$ cat src/rtl/clawgame_session_ctrl.sv
// clawgame_session_ctrl: claw-game session controller.
// Runs IDLE/PLAYING/OVER, counts down game seconds from a cycle prescaler,
// scores rising edges on N_CHAN prize sensors (saturating) and keeps a
// high score across sessions.
// Optional build macro: CLAWGAME_BONUS_TIME_EN (each prize adds BONUS_SECONDS).
module clawgame_session_ctrl #(
  parameter int unsigned CLK_HZ        = 50_000_000,
  parameter int unsigned GAME_SECONDS  = 60,
  parameter int unsigned TIME_W        = 16,
  parameter int unsigned SCORE_W       = 16,
  parameter int unsigned N_CHAN        = 2,
  parameter int unsigned BONUS_SECONDS = 5
) (
  input  logic               clock,
  input  logic               reset,
  input  logic               start,
  input  logic [N_CHAN-1:0]  score_in,
  output logic [TIME_W-1:0]  time_left,
  output logic [SCORE_W-1:0] score,
  output logic [SCORE_W-1:0] high_score,
  output logic               game_active,
  output logic               game_over,
  output logic               sec_tick
);

`ifdef CLAWGAME_BONUS_TIME_EN
  localparam bit BONUS_ENABLED = 1'b1;
`else
  localparam bit BONUS_ENABLED = 1'b0;
`endif

  localparam int unsigned BONUS_EFF = BONUS_ENABLED ? BONUS_SECONDS : 0;
  localparam int unsigned PRE_W     = (CLK_HZ > 1) ? $clog2(CLK_HZ) : 1;
  localparam int unsigned CNT_W     = $clog2(N_CHAN + 1);
  localparam int unsigned TS_W      = TIME_W + 32;

  typedef enum logic [1:0] {
    S_IDLE,
    S_PLAYING,
    S_OVER
  } state_t;

  state_t              state;
  logic                start_prev;
  logic [N_CHAN-1:0]   chan_prev;
  logic [PRE_W-1:0]    presc;

  logic                start_edge;
  logic [N_CHAN-1:0]   events;
  logic [CNT_W-1:0]    n_events;
  logic                tick;
  logic [SCORE_W:0]    score_sum;
  logic [SCORE_W-1:0]  score_next;
  logic [TS_W-1:0]     time_sum;
  logic [TIME_W-1:0]   time_next;
  logic                expire;

  // Rising-edge detection on start and prize sensors, plus event count
  always_comb begin
    start_edge = start & ~start_prev;
    events     = score_in & ~chan_prev;
    n_events   = '0;
    for (int unsigned i = 0; i < N_CHAN; i++) begin
      n_events = n_events + CNT_W'(events[i]);
    end
  end

  // Next score (saturating) and next time_left including optional bonus
  always_comb begin
    tick       = (state == S_PLAYING) && (presc == PRE_W'(CLK_HZ - 1));
    score_sum  = {1'b0, score} + (SCORE_W + 1)'(n_events);
    score_next = score_sum[SCORE_W] ? '1 : score_sum[SCORE_W-1:0];
    // Wide sum so decrement and bonus combine before saturation; time_left
    // is at least 1 while playing, so the decrement cannot underflow.
    time_sum   = TS_W'(time_left) - TS_W'(tick)
               + TS_W'(n_events) * TS_W'(BONUS_EFF);
    time_next  = (|time_sum[TS_W-1:TIME_W]) ? '1 : time_sum[TIME_W-1:0];
    // Reaching zero only happens on a tick with no same-cycle bonus
    expire     = tick && (time_sum == '0);
  end

  // Session state machine with registered outputs
  always_ff @(posedge clock or posedge reset) begin
    if (reset) begin
      state       <= S_IDLE;
      start_prev  <= 1'b0;
      chan_prev   <= '0;
      presc       <= '0;
      time_left   <= TIME_W'(GAME_SECONDS);
      score       <= '0;
      high_score  <= '0;
      game_active <= 1'b0;
      game_over   <= 1'b0;
      sec_tick    <= 1'b0;
    end else begin
      start_prev <= start;
      chan_prev  <= score_in;
      sec_tick   <= 1'b0;
      case (state)
        S_IDLE, S_OVER: begin
          if (start_edge) begin
            state       <= S_PLAYING;
            score       <= '0;
            time_left   <= TIME_W'(GAME_SECONDS);
            presc       <= '0;
            game_active <= 1'b1;
            game_over   <= 1'b0;
          end
        end
        S_PLAYING: begin
          presc     <= tick ? '0 : presc + PRE_W'(1);
          score     <= score_next;
          time_left <= time_next;
          sec_tick  <= tick;
          if (expire) begin
            state       <= S_OVER;
            game_active <= 1'b0;
            game_over   <= 1'b1;
            if (score_next > high_score) high_score <= score_next;
          end
        end
        default: begin
          state       <= S_IDLE;
          game_active <= 1'b0;
          game_over   <= 1'b0;
        end
      endcase
    end
  end

endmodule

$ cat config.mk
export PLATFORM = sky130hd
export DESIGN_NAME = clawgame_session_ctrl
export DESIGN_NICKNAME = d
export VERILOG_FILES = /design/src/rtl/clawgame_session_ctrl.sv
export SDC_FILE = /design/constraint.sdc
export NUM_CORES = 1
export LEC_CHECK = 0
export ABC_CLOCK_PERIOD_IN_PS = 5600
export CAP_MARGIN = 20
export CORE_MARGIN = 10
export CORE_UTILIZATION = 38
export DETAILED_ROUTE_END_ITERATION = 12
export PLACE_DENSITY = 0.64
export SLEW_MARGIN = 20
export SYNTH_ARGS = -nofsm -noshare
export SYNTH_HDL_FRONTEND = slang
export SYNTH_SLANG_ARGS = --single-unit
$ cat constraint.sdc
create_clock -name clock -period 5.6 [get_ports clock]
set_input_delay 0.84 -clock clock [delete_from_list [all_inputs] [get_ports clock]]
set_output_delay 0.84 -clock clock [all_outputs]
set_load 0.05 [all_outputs]
==> results.py, run 1 <==
metrics = {
    "critical_path": {
        "critical-path-top-delay-family": "simple AND/OR/NAND/NOR gates",
        "crit_path_end": "high_score[12]",
        "path_cells": "clkdlybuf4s50_1 > nor2b_1 > fa_1 > ha_1 > and4_1 > nand4_1 > or3_1 > nand2_1 > ha_1 > nand4_1 > nor4_1 > a211o_1 > and4_1 > buf_4 > mux2_2",
        "crit_slowest_cell": "or3_1",
        "critPathLaunchType": "primary input",
        "crit_start": "score_in[0]",
        "r2r_cells": 13,
        "cp.arrival_ps": 5200,
        "crit_fanout": 16,
        "worstReg2RegStart": "score[0]",
        "critPathKind": "primary input to register",
        "r2r_slack_ps": 1250,
        "critical_path.max_stage_delay_ps": 500,
        "cp-end-kind": "register",
        "path_buf_inv": 2,
        "cp.depth": 15,
        "worstReg2RegEnd": "high_score[12]",
        "worstPathRequired_ps": 5810,
    },
    "route": {
        "drcViolationCount": 0,
        "drtPass1Iterations": 5,
        "via_per_inst": 5.515,
        "routedWlPerCell_um": 16.40,
        "drt_iter0_markers": 312,
        "wl_mm": 12.17,
        "num_vias": 4092,
        "drt.antenna.violating_nets": 0,
    },
    "power_and_ir_drop": {
        "peakVddDrop_uv": 151.6,
        "p_sw_uw": 526.3,
        "p_sw_share_pct": 31.49,
        "p_comb_share_pct": 22.7,
        "seq_power_share_pct": 40.3,
        "power_frac_clock_pct": 36.9,
        "pwr_density_cell_nw_per_um2": 284.6,
        "power_uw": 1671,
        "internal_power_uw": 1145,
        "p_leak_uw": 0.002438,
    },
    "yosys": {
        "synth-compound-area-share_pct": 13.75,
        "syn-cell-area_um2": 4887,
        "synthCells": 521,
        "synth_enable_flop_cells": 0,
        "synth_area_leaders": "dfrtp_1 39%, ha_1 5.4%, nand2_1 4.8%",
        "synth-seq-cells": 81,
        "ys_types": 64,
        "yosysSeqAreaShare_pct": 41.58,
        "synthSimpleGateAreaFrac_pct": 24.19,
        "synth_top_cell_by_area": "dfrtp_1",
        "synthXorXnorAreaFrac_pct": 4.659,
        "synth_top_area_share_pct": 39.43,
        "synthMuxAreaShare_pct": 4.992,
        "ys.flop_type": "dfrtp_1",
        "syn_area_per_cell_um2": 9.380,
        "synth_top_family_by_area": "simple AND/OR/NAND/NOR gates",
        "synthAdderAreaFrac_pct": 5.786,
        "synth_nets": 548,
        "async_flop_share_pct": 100.0,
        "yosysWarnings": 0,
        "synthTopCellsByCount": "77 x dfrtp_1, 63 x nand2_1, 36 x nor2_1",
        "synth.most_common_cell": "dfrtp_1",
    },
    "floorplan": {
        "rows": 41,
        "io_pins": 56,
        "start_util_pct": 38.73,
        "coreArea_um2": 12620,
        "die_w_um": 133.4,
        "die_h_um": 133.4,
        "die_area_um2": 17800,
    },
    "global_route": {
        "grtUsageMet2_pct": 22.36,
        "grt_busiest_layer": "met2",
        "grt_overflow": 0,
        "grt_max_degree": 82,
        "track_usage_pct": 13.61,
        "grt_pass1_vias": 4030,
        "antenna_found_initial": 0,
        "grt_util_met1_pct": 17.00,
        "grt_pass1_wl_mm": 20.42,
        "grtUsageMet3_pct": 3.722,
    },
    "timing": {
        "post-route-min-period_ps": 4990,
        "fin_setup_tns_ps": 0,
        "fin_skew_ps": 7.403,
        "period_share_pct": 89.11,
        "finalSetupViolations": 0,
        "drv_slew": 0,
        "hold_ws_ps": 532.8,
        "timing_hold_violations_final": 0,
        "grt_setup_unrepaired": "no",
        "slew_headroom_pct": 27.37,
        "fmax_mhz": 200.4,
        "tightest_slew_ps": 1085,
    },
    "flow_run": {
        "maxCapViolations": 0,
    },
    "placement": {
        "port_buffers": 55,
        "hpwl_mm": 8.498,
        "gp_congestion": 0.8915,
    },
    "cells_and_area": {
        "antennaDiodeCount": 0,
        "layout-drive-gt1-share_pct": 9.649,
        "nNetsFinal": 593,
        "fill_cells": 1237,
        "final_util_pct": 46.54,
        "area_growth_syn_to_layout_pct": 20.17,
    },
    "hold_path": {
        "min_from": "game_active",
        "hold_path_class": "register to register",
    },
    "clock_network": {
        "htreeDepth": 3,
        "cts_max_path_buffers": 2,
        "postCtsResizedCells": 0,
        "clkLatencyLatePin_ps": 330,
        "clock-root-buffer": "clkbuf_16",
        "post-cts-setup-buffer-count": 0,
        "clkTransAtPathRegs_ps": 60,
        "cts_tree": "built",
        "cts_hold_buf": 0,
        "cts.sinks": 81,
        "cts_buffers": 9,
    },
    "run_status": {
        "status": "completed",
    },
}
==> cell type report <==
cell class                 instances  area (µm²)  share of cell area [%]
multi-input combinational        386        2611                   44.46
sequential                        81        2032                   34.60
timing repair buffer              62       606.8                   10.33
clock buffer                       9       225.2                   3.835
tap                              172       215.2                   3.664
inverter                          26       98.84                   1.683
clock inverter                     6       83.83                   1.427
==> sequential cells by signal (all words and copies together) (netlist names), 2 cells and up <==
| register | cells |
|---|---|
| time_left | 16 |
| chan_prev | 2 |
| score | 16 |
| presc | 26 |
| high_score | 16 |
==> through the flow <==
stage | cell area, µm² | worst slack (ps) | cells
6_report | 5873 | 610.0 | 742
5_1_grt | 5873 | 332.7 | 742
4_1_cts | 5869 | 631.1 | 742
3_5_place_dp | 5560 | 278.8 | 727
3_3_place_gp | 5560 | 381.4 | 727
2_1_floorplan | 4887 | 1002 | 521
==> kinds of logic after synthesis <==
family	count (synthesis)
buffers and inverters	54
AO/OA/AOI/OAI	97
XOR/XNOR	26
adder cells (fa/ha/maj)	22
flip-flops	81
AND/OR/NAND/NOR	222
multiplexers	19
==> worst register-to-register path: cells and delay by family (launching register included) <==
kind	cells	cell delay (ps)
AND/OR/NAND/NOR	7	1930
adder cells (fa/ha/maj)	3	1030
flip-flops	1	410
multiplexers	1	380
buffers and inverters	1	280
AO/OA/AOI/OAI	1	190
==> routing by layer <==
metal,share of wire (%),wire length (µm)
met5,0,0
met4,1.3,163
met3,5.3,644
met2,47,5772
met1,46,5586
==> placed cells by master, fill, tap and decap left out, types with 10 or more instances in the layout <==
cell type and count:
ha_1 21, xnor2_1 11, inv_1 25, nand4_1 15, nor2_1 36, a31oi_1 11, xor2_1 15, nand3_1 26
dfrtp_1 77, a21oi_1 24, o21ai_0 18, clkdlybuf4s50_1 55, o31ai_1 10, nor3_1 13, and3_1 10, nand2_1 63
==> how the worst min path moves through the flow <==
stage / cells past startpoint / to
after floorplan: 1 / presc[3]
after global placement: 1 / presc[3]
after detailed placement: 2 / game_active
after CTS: 1 / presc[3]
after global routing: 1 / presc[3]
final: 2 / game_active
==> power groups by stage <==
stage | Combinational (µW) | Sequential (µW) | Clock [µW]
detailed placement | 382 | 684 | 0
CTS | 384 | 673 | 635
global placement | 377 | 683 | 0
global route | 418 | 681 | 657
finish | 380 | 674 | 617
floorplan | 166 | 772 | 0
Note: power is estimated with default switching activity, not from simulation.
==> run 2, diff against run 1 <==
Settings changed: CAP_MARGIN 20 to unset.
==> results of run 2 <==
Final layout, timing and power as in run 1 (identical DEF).
